File: src/rtl/ram_fifo_ctrl_if.sv
// Producer/consumer handshake plus external 4x2 RAM port for ram_fifo_ctrl.
// slave is the controller side; master is the environment (producer, consumer, RAM).
interface ram_fifo_ctrl_if;
  localparam int unsigned DATA_W  = 2;
  localparam int unsigned ADDR_W  = 2;
  localparam int unsigned COUNT_W = 3;

  logic [DATA_W-1:0]  in_data;
  logic               in_valid;
  logic               in_ready;
  logic [DATA_W-1:0]  out_data;
  logic               out_valid;
  logic               out_ready;
  logic [ADDR_W-1:0]  mem_address;
  logic [DATA_W-1:0]  mem_Din;
  logic               mem_WR;
  logic [DATA_W-1:0]  mem_Dout;
  logic [COUNT_W-1:0] count;

  modport slave (
    input  in_data, in_valid, out_ready, mem_Dout,
    output in_ready, out_data, out_valid, mem_address, mem_Din, mem_WR, count
  );

  modport master (
    output in_data, in_valid, out_ready, mem_Dout,
    input  in_ready, out_data, out_valid, mem_address, mem_Din, mem_WR, count
  );
endinterface

File: src/rtl/ram_fifo_ctrl.sv
// 5-entry FIFO: 4 entries in an external single-port synchronous RAM plus one
// output holding register. Reads take priority over writes on the shared port.
module ram_fifo_ctrl (
  input  logic             clk,
  input  logic             rst,
  ram_fifo_ctrl_if.slave   bus
);
  localparam int unsigned DATA_W  = 2;
  localparam int unsigned ADDR_W  = 2;
  localparam int unsigned COUNT_W = 3;
  localparam int unsigned DEPTH   = 4;

  logic [ADDR_W-1:0]  wr_ptr, wr_ptr_n;
  logic [ADDR_W-1:0]  rd_ptr, rd_ptr_n;
  logic [COUNT_W-1:0] mem_cnt, mem_cnt_n;
  logic               rd_inflight, rd_inflight_n;
  logic               out_valid_q, out_valid_n;
  logic [DATA_W-1:0]  out_data_q, out_data_n;
  logic [COUNT_W-1:0] count_q, count_n;

  logic rd_issue_c;
  logic in_ready_c;
  logic wr_en_c;

  // Issue/accept decisions and next-state; a read in flight never overlaps a
  // full holding register, so capture and pop are mutually exclusive.
  always_comb begin
    rd_issue_c    = 1'b0;
    in_ready_c    = 1'b0;
    wr_en_c       = 1'b0;
    wr_ptr_n      = wr_ptr;
    rd_ptr_n      = rd_ptr;
    mem_cnt_n     = mem_cnt;
    rd_inflight_n = 1'b0;
    out_valid_n   = out_valid_q;
    out_data_n    = out_data_q;

    rd_issue_c = !rst && (mem_cnt != '0) && !rd_inflight &&
                 (!out_valid_q || bus.out_ready);
    in_ready_c = !rst && (mem_cnt < COUNT_W'(DEPTH)) && !rd_issue_c;
    wr_en_c    = bus.in_valid && in_ready_c;

    wr_ptr_n      = wr_ptr + ADDR_W'(wr_en_c);
    rd_ptr_n      = rd_ptr + ADDR_W'(rd_issue_c);
    mem_cnt_n     = mem_cnt + COUNT_W'(wr_en_c) - COUNT_W'(rd_issue_c);
    rd_inflight_n = rd_issue_c;

    if (rd_inflight) begin
      out_valid_n = 1'b1;
      out_data_n  = bus.mem_Dout;
    end else if (out_valid_q && bus.out_ready) begin
      out_valid_n = 1'b0;
    end

    count_n = mem_cnt_n + COUNT_W'(rd_inflight_n) + COUNT_W'(out_valid_n);
  end

  // State register; reset also drops any read in flight.
  always_ff @(posedge clk) begin
    if (rst) begin
      wr_ptr      <= '0;
      rd_ptr      <= '0;
      mem_cnt     <= '0;
      rd_inflight <= 1'b0;
      out_valid_q <= 1'b0;
      out_data_q  <= '0;
      count_q     <= '0;
    end else begin
      wr_ptr      <= wr_ptr_n;
      rd_ptr      <= rd_ptr_n;
      mem_cnt     <= mem_cnt_n;
      rd_inflight <= rd_inflight_n;
      out_valid_q <= out_valid_n;
      out_data_q  <= out_data_n;
      count_q     <= count_n;
    end
  end

  // RAM port is combinational because the RAM registers address and data itself.
  always_comb begin
    bus.mem_WR      = wr_en_c;
    bus.mem_Din     = bus.in_data;
    bus.mem_address = wr_en_c ? wr_ptr : rd_ptr;
  end

  assign bus.in_ready  = in_ready_c;
  assign bus.out_valid = out_valid_q;
  assign bus.out_data  = out_data_q;
  assign bus.count     = count_q;

endmodule

File: src/flat_wrapper.sv
// flat-port wrapper written by rule: the top's interface ports become plain ports
module ram_fifo_ctrl_flat 
  (clk, rst, bus_in_data, bus_in_valid, bus_out_ready, bus_mem_Dout, bus_in_ready, bus_out_data, bus_out_valid, bus_mem_address, bus_mem_Din, bus_mem_WR, bus_count);
  ram_fifo_ctrl_if bus_i ();
  input  logic clk;
  input  logic rst;
  input wire logic [$bits(bus_i.in_data)-1:0] bus_in_data;
  input wire logic [$bits(bus_i.in_valid)-1:0] bus_in_valid;
  input wire logic [$bits(bus_i.out_ready)-1:0] bus_out_ready;
  input wire logic [$bits(bus_i.mem_Dout)-1:0] bus_mem_Dout;
  output wire logic [$bits(bus_i.in_ready)-1:0] bus_in_ready;
  output wire logic [$bits(bus_i.out_data)-1:0] bus_out_data;
  output wire logic [$bits(bus_i.out_valid)-1:0] bus_out_valid;
  output wire logic [$bits(bus_i.mem_address)-1:0] bus_mem_address;
  output wire logic [$bits(bus_i.mem_Din)-1:0] bus_mem_Din;
  output wire logic [$bits(bus_i.mem_WR)-1:0] bus_mem_WR;
  output wire logic [$bits(bus_i.count)-1:0] bus_count;
  assign bus_i.in_data = bus_in_data;
  assign bus_i.in_valid = bus_in_valid;
  assign bus_i.out_ready = bus_out_ready;
  assign bus_i.mem_Dout = bus_mem_Dout;
  assign bus_in_ready = bus_i.in_ready;
  assign bus_out_data = bus_i.out_data;
  assign bus_out_valid = bus_i.out_valid;
  assign bus_mem_address = bus_i.mem_address;
  assign bus_mem_Din = bus_i.mem_Din;
  assign bus_mem_WR = bus_i.mem_WR;
  assign bus_count = bus_i.count;
  ram_fifo_ctrl u_core (.clk(clk), .rst(rst), .bus(bus_i));
endmodule
File: config.mk
export PLATFORM = sky130hd
export DESIGN_NAME = ram_fifo_ctrl_flat
export DESIGN_NICKNAME = d
export VERILOG_FILES = /design/src/rtl/ram_fifo_ctrl_if.sv /design/src/rtl/ram_fifo_ctrl.sv /design/src/flat_wrapper.sv
export SDC_FILE = /design/constraint.sdc
export NUM_CORES = 1
export LEC_CHECK = 0
export CORE_UTILIZATION = 40
export CTS_BUF_LIST = sky130_fd_sc_hd__clkbuf_8
export CTS_CLUSTER_DIAMETER = 100
export DETAILED_ROUTE_END_ITERATION = 8
export GPL_TIMING_DRIVEN = 0
export HOLD_SLACK_MARGIN = 0.03
export PLACE_DENSITY = 0.72
export SLEW_MARGIN = 20
export SYNTH_ARGS = -nofsm -noshare
export SYNTH_HDL_FRONTEND = slang
export SYNTH_SLANG_ARGS = --single-unit
File: constraint.sdc
create_clock -name clk -period 2.3 [get_ports clk]
set_input_delay 0.345 -clock clk [delete_from_list [all_inputs] [get_ports clk]]
set_output_delay 0.345 -clock clk [all_outputs]
set_load 0.01 [all_outputs]
Yosys cells after proc, flatten, opt, wreduce, memory -nomap -nowiden
Cells that the tools add are included.
{"block": "totals", "register_bits": 14, "latch_bits": 0, "mem_bits_rw": 0, "romBits": 0, "in_bits": 8, "output_inout_bits": 12, "elab_cells": 30, "n_memories": 0}
{"block": "classes", "addsub": 6, "mul": 0, "n_div": 0, "magnitude_cmp": 1, "eq_ne": 0, "shifts": 0, "mux": 3, "bitwise_logic": 0, "n_reduce_logical": 13}
{"operator": "adder 3 x 1 -> 3 bit", "n": 3}
{"operator": "logical AND 1 bit", "n": 7}
{"operator": "adder 2 x 1 -> 2 bit", "n": 2}
{"operator": "logical NOT 1 bit", "n": 4}
{"operator": "less-than comparator 3 bit, second input constant", "n": 1}
{"operator": "nonzero test 3 bit", "n": 1}
{"operator": "subtractor 3 x 1 -> 3 bit", "n": 1}
{"operator": "two-way mux 1 bit", "n": 2}
{"operator": "two-way mux 2 bit", "n": 1}
{"operator": "logical OR 1 bit", "n": 1}

Depth between registers and ports, before layout
{"block": "depth", "word_depth": 11, "depth_mapped": 12, "mapped_depth_nobuf": 11}

Least setup slack after synthesis
Ideal clock, no wire load.
{"block": "synth_timing", "path_type": "input port to flip-flop", "from": "in rst", "to": "reg u_core.count_q[2], in the netlist u_core.bus.count[2]", "setup_time_ns": 0.128, "t_arrival_ns": 2.353, "required_time_ns": 2.172, "path_slack_ns": -0.181, "stages": 10, "path_buffers": 1, "cell_sequence": "clkbuf_1 > nor4_1 > ha_1 > inv_1 > ha_1 > inv_1 > fa_1 > xnor3_1 > xor2_1 > nor2_1"}
{"block": "synth_between", "elab_chain_cells": 11, "elab_cells_between_ends": 12, "cone_classes": "add/sub (4); reduce/logical (8)"}
{"item": "from (decl)", "line_no": "flat_wrapper.sv:6", "text": "input logic rst;"}
{"item": "logical NOT 1 bit (*)", "line_no": "ram_fifo_ctrl.sv:38", "text": "rd_issue_c = !rst && (mem_cnt != '0) && !rd_inflight &&"}
{"item": "logical AND 1 bit (*) (3 in a row)", "line_no": "ram_fifo_ctrl.sv:38"}
{"item": "named net u_core.rd_inflight_n", "line_no": "ram_fifo_ctrl.sv:16", "text": "logic rd_inflight, rd_inflight_n;"}
{"item": "logical NOT 1 bit", "line_no": "ram_fifo_ctrl.sv:40", "text": "in_ready_c = !rst && (mem_cnt < COUNT_W'(DEPTH)) && !rd_issue_c;"}
{"item": "logical AND 1 bit", "line_no": "ram_fifo_ctrl.sv:40"}
{"item": "logical AND 1 bit", "line_no": "ram_fifo_ctrl.sv:41", "text": "wr_en_c = bus.in_valid && in_ready_c;"}
{"item": "adder 3 x 1 -> 3 bit", "line_no": "ram_fifo_ctrl.sv:45", "text": "mem_cnt_n = mem_cnt + COUNT_W'(wr_en_c) - COUNT_W'(rd_issue_c);"}
{"item": "subtractor 3 x 1 -> 3 bit", "line_no": "ram_fifo_ctrl.sv:45"}
{"item": "adder 3 x 1 -> 3 bit (*) (2 in a row)", "line_no": "ram_fifo_ctrl.sv:55", "text": "count_n = mem_cnt_n + COUNT_W'(rd_inflight_n) + COUNT_W'(out_valid_n);"}
{"item": "to (signal assigned)", "line_no": "ram_fifo_ctrl.sv:75", "text": "count_q <= count_n;"}
{"item": "to (decl)", "line_no": "ram_fifo_ctrl.sv:19", "text": "logic [COUNT_W-1:0] count_q, count_n;"}
The timed path passes the listed nets; every way through them passes the cells marked *.
A chain may end at the register's enable or synchronous reset.

Final worst setup path
{"block": "layout_timing", "from": "reg u_core.mem_cnt[2]", "to": "reg u_core.count_q[2], in the netlist u_core.bus.count[2]"}
{"block": "layout_between", "elab_chain_cells": 11, "elab_cells_between_ends": 13, "cone_classes": "add/sub (4); order compare (1); reduce/logical (8)"}
{"item": "from (decl)", "line_no": "ram_fifo_ctrl.sv:15", "text": "logic [COUNT_W-1:0] mem_cnt, mem_cnt_n;"}
{"item": "from (signal assigned)", "line_no": "ram_fifo_ctrl.sv:71", "text": "mem_cnt <= mem_cnt_n;"}
{"item": "nonzero test 3 bit (*)", "line_no": "ram_fifo_ctrl.sv:38"}
{"item": "logical AND 1 bit (*) (3 in a row)", "line_no": "ram_fifo_ctrl.sv:38"}
{"item": "named net u_core.rd_inflight_n", "line_no": "ram_fifo_ctrl.sv:16"}
{"item": "logical NOT 1 bit", "line_no": "ram_fifo_ctrl.sv:40"}
{"item": "logical AND 1 bit", "line_no": "ram_fifo_ctrl.sv:40"}
{"item": "logical AND 1 bit", "line_no": "ram_fifo_ctrl.sv:41"}
{"item": "adder 3 x 1 -> 3 bit", "line_no": "ram_fifo_ctrl.sv:45"}
{"item": "subtractor 3 x 1 -> 3 bit (*)", "line_no": "ram_fifo_ctrl.sv:45"}
{"item": "named net u_core.mem_cnt_n[1]", "line_no": "ram_fifo_ctrl.sv:15"}
{"item": "adder 3 x 1 -> 3 bit (*) (2 in a row)", "line_no": "ram_fifo_ctrl.sv:55"}
Marked as above.

==> reports/qor.tcl <==
set qor(clk_pin_slew_worst_paths_ns) 0.05
set qor(post-synth-top-area-cell) {sky130_fd_sc_hd__dfxtp_1}
set qor(die_area_mm2) 0.00184
set qor(critical_path_s_largest_stage_delay_ns) 0.52
set qor(peakVddDrop_uv) 663
set qor(critical_path.startpoint_type) {flop}
set qor(critical_path.endpoint_type) {flop}
set qor(setup_ws_ns) -0.0566
set qor(tritoncts) {built}
set qor(switching_power_uw) 467
set qor(failed_checks) {negative setup slack}
set qor(post_route_cells_drive_above_1_share_pct) 34.1
set qor(via_count_of_the_first_global_routing_pass) 473
set qor(post-place-cells) 95
set qor(critPathMostFrequentCell) {sky130_fd_sc_hd__inv_2}
set qor(worst_ep_arrival_time_ns) 2.47
set qor(reg2reg_slack_ns) -0.06
set qor(worstPathCellList) {nor3_4, buf_6, nor4_4, ha_1, inv_1, ha_2, inv_2, fa_1, inv_2, ha_4, xor2_1, nor2_1}
set qor(maxSlewHeadroom_pct) 71.5
set qor(floorplan.core_area_mm2) 0.00154
set qor(clockRootBuffer) {sky130_fd_sc_hd__clkbuf_8}
set qor(power_leakage_uw) 0.000473
set qor(worst_clock_skew_ns) 0.00153
set qor(netlist-cell-type-count) 18
set qor(cts_num_sinks) 14
set qor(gp_routability_congestion) 0.741
set qor(drt-wirelength-per-cell_um) 11.9
set qor(drtAntennaViolNets) 0
set qor(critPathKind) {reg -> reg}
set qor(floorplan.die.height_um) 42.9
set qor(ys_warn_count) 0
set qor(synth_seq_cells) 14
set qor(final_min_period_over_clock_period_pct) 102
set qor(slew_violations) 0
set qor(max_freq_ghz) 0.424
set qor(grt_antenna_before_repair) 0
set qor(timing.final.hold_violations) 0
set qor(rows) 14
set qor(finalNonFillerCells) 104
set qor(clock_insertion_delay_worst_skew_ns) 0.24
set qor(power.combinational.fraction_pct) 58.2
set qor(critPathMaxFanout) 3
set qor(drt_first_pass_iters) 4
set qor(wirelength_um) 1230
set qor(synth.top_cells.by_area) {sky130_fd_sc_hd__dfxtp_1, sky130_fd_sc_hd__ha_1, sky130_fd_sc_hd__nor2_1}
set qor(nFillCells) 137
set qor(routed_via_density) 4.78
set qor(intPower_uw) 896
set qor(synth_cells) 63
set qor(critical_path.reg2reg.startpoint) {u_core.mem_cnt[2]}
set qor(timing.critical_path.slowest_stage_cell) {sky130_fd_sc_hd__fa_1}
set qor(globalRouteTotalUtil_pct) 15.7
set qor(area_delta_synth_final_pct) 52.2
set qor(synth.cell_area_um2) 671
set qor(ys_seq_area_share_pct) 41.8
set qor(layout_min_cycle_time_ns) 2.36
set qor(floorplan.die.width_um) 42.9
set qor(synth.net_count) 78
set qor(power_density_mw_per_mm2) 1340
set qor(cap_violations) 0
set qor(swShare_pct) 34.3
set qor(top_level_ports) 20
set qor(power.share.sequential_pct) 27.6
set qor(crit_start) {u_core.mem_cnt[2]}
set qor(remaining_drc_errors) 0
set qor(timing.critical_path.required_ns) 2.42
set qor(transition_time_at_the_pin_with_the_least_slew_margin_ns) 0.427
set qor(place.detailed.hpwl_um) 858
set qor(detailed_route_iter0_violations) 5
set qor(vias) 497
set qor(grt_first_pass_wirelength_um) 2020
set qor(initial_utilization_pct) 43.5
set qor(grt_residual_overflow) 0
set qor(num_antenna_cells) 0
set qor(dpl_cell_area_um2) 895
set qor(cts-buffers-inserted) 3
set qor(final_design_area_no_fill_mm2) 0.00102
set qor(port_buffers) 16
set qor(hold_buffer_count_at_cts) 0
set qor(maximum_root_to_sink_buffer_count) 2
set qor(rsz0062_at_grt) {true}
set qor(final_nets) 105
set qor(min_from) {rst}
set qor(holdCritPathClass) {in -> reg}
set qor(avgSynthCellArea_um2) 10.6
set qor(outcome) {complete, but fails checks}
set qor(synthDominantCellAreaShare_pct) 41.8
set qor(pin_count_of_the_biggest_net_entering_global_routing) 11
set qor(final-setup-viol-count) 2
set qor(part_of_the_total_power_dissipated_in_the_clock_network_pct) 14.2
set qor(cts-htree-levels) 1
[logic make-up after synthesis]
family,share of synthesized area (%)
AOI/OAI and AO/OA,3.92
xor gates and xnor gates,7.28
adders and majority gates,15.3
and+or+nand+nor,16.2
muxes,7.46
buffers and inverters,8.02
DFF,41.8
[cells in the final DEF, fill, tap and decap left out, drive strengths merged]
master	n
ha	5
xnor2	2
dfxtp	14
dlygate4sd2	1
clkdlybuf4s50	13
mux2i	2
nor4	2
fa	2
mux2	2
nor2b	4
buf	9
inv	7
xnor3	1
dlymetal6s2s	2
clkbuf	5
o311ai	1
nor3	3
nor2	12
xor2	1
[registers in the layout (all words and copies together), names as in the netlist]
register	count
u_core.rd_inflight	1
u_core.mem_cnt	3
u_core.rd_ptr	2
u_core.bus.count	3
u_core.bus.out_valid	1
u_core.wr_ptr	2
u_core.bus.out_data	2
[what timing repair did]
item / CTS / global route
buffers inserted: 5 / 1
resized for setup: 9 / 6
setup endpoints to repair: 5 / 4
pin swaps: 5 / 2
[power groups by stage]
stage	sequential (uW)	combinational (uW)	clock, uW
after global placement	380	598	0
after global routing	388	872	212
final	377	793	194
after floorplan	390	424	0
after CTS	378	722	202
after detailed placement	383	616	0
[synthesized netlist by cell type (all sizes together)]
| cell | number |
|---|---|
| dfxtp | 14 |
| nor2 | 12 |
| inv | 7 |
| ha | 5 |
| nor2b | 4 |
| buf | 3 |
| nor3 | 3 |
| clkbuf | 2 |
| fa | 2 |
| mux2 | 2 |
| mux2i | 2 |
| nor4 | 2 |
| xnor2 | 2 |
| o311ai | 1 |
| xnor3 | 1 |
| xor2 | 1 |
[final cells by class]
type | count | area [um^2] | area share, %
timing repair buffer | 22 | 216 | 21.2
clock buffer | 3 | 41.3 | 4.04
tap | 16 | 20.0 | 1.96
inverter | 7 | 26.3 | 2.57
sequential | 14 | 287 | 28.1
buffer | 5 | 43.8 | 4.29
multi-input combinational | 37 | 387 | 37.9
[per-stage QoR]
step	util (%)	TNS, ns	hold slack (ns)	worst slack [ns]	total power [uW]
finish	66.2	-0.0911	0.339	-0.0566	1360
global route	66.2	-0.283	0.331	-0.157	1470
CTS	64.5	-0.135	0.330	-0.0759	1300
detailed placement	58.0	-2.23	0.484	-0.609	999
global placement	58.0	-1.98	0.479	-0.567	978
floorplan	-	-0.00214	0.476	-0.00214	815
[final timing paths]
path / cells after the start / end
worst max-delay path: 12 / u_core.bus.count[2]
worst min-delay path: 2 / u_core.bus.count[1]
worst max register to register: 12 / u_core.bus.count[2]
worst min register to register: 2 / u_core.bus.out_data[0]
[critical path: cells and delay by family (launching register included)]
family / cells / cell delay, ns
xor gates and xnor gates: 1 / 0.12
adders and majority gates: 4 / 1.10
buffers and inverters: 4 / 0.31
DFF: 1 / 0.35
and+or+nand+nor: 3 / 0.35
[layer usage]
metal / part of all wire, % / wire, um / global-route usage (%)
met4: 3.4 / 42 / 14.5
met2: 47 / 584 / 23.0
met5: 0 / 0 / 0
met3: 5.3 / 65 / 2.55
met1: 44 / 540 / 19.3
(Power assumes the default switching activity.)
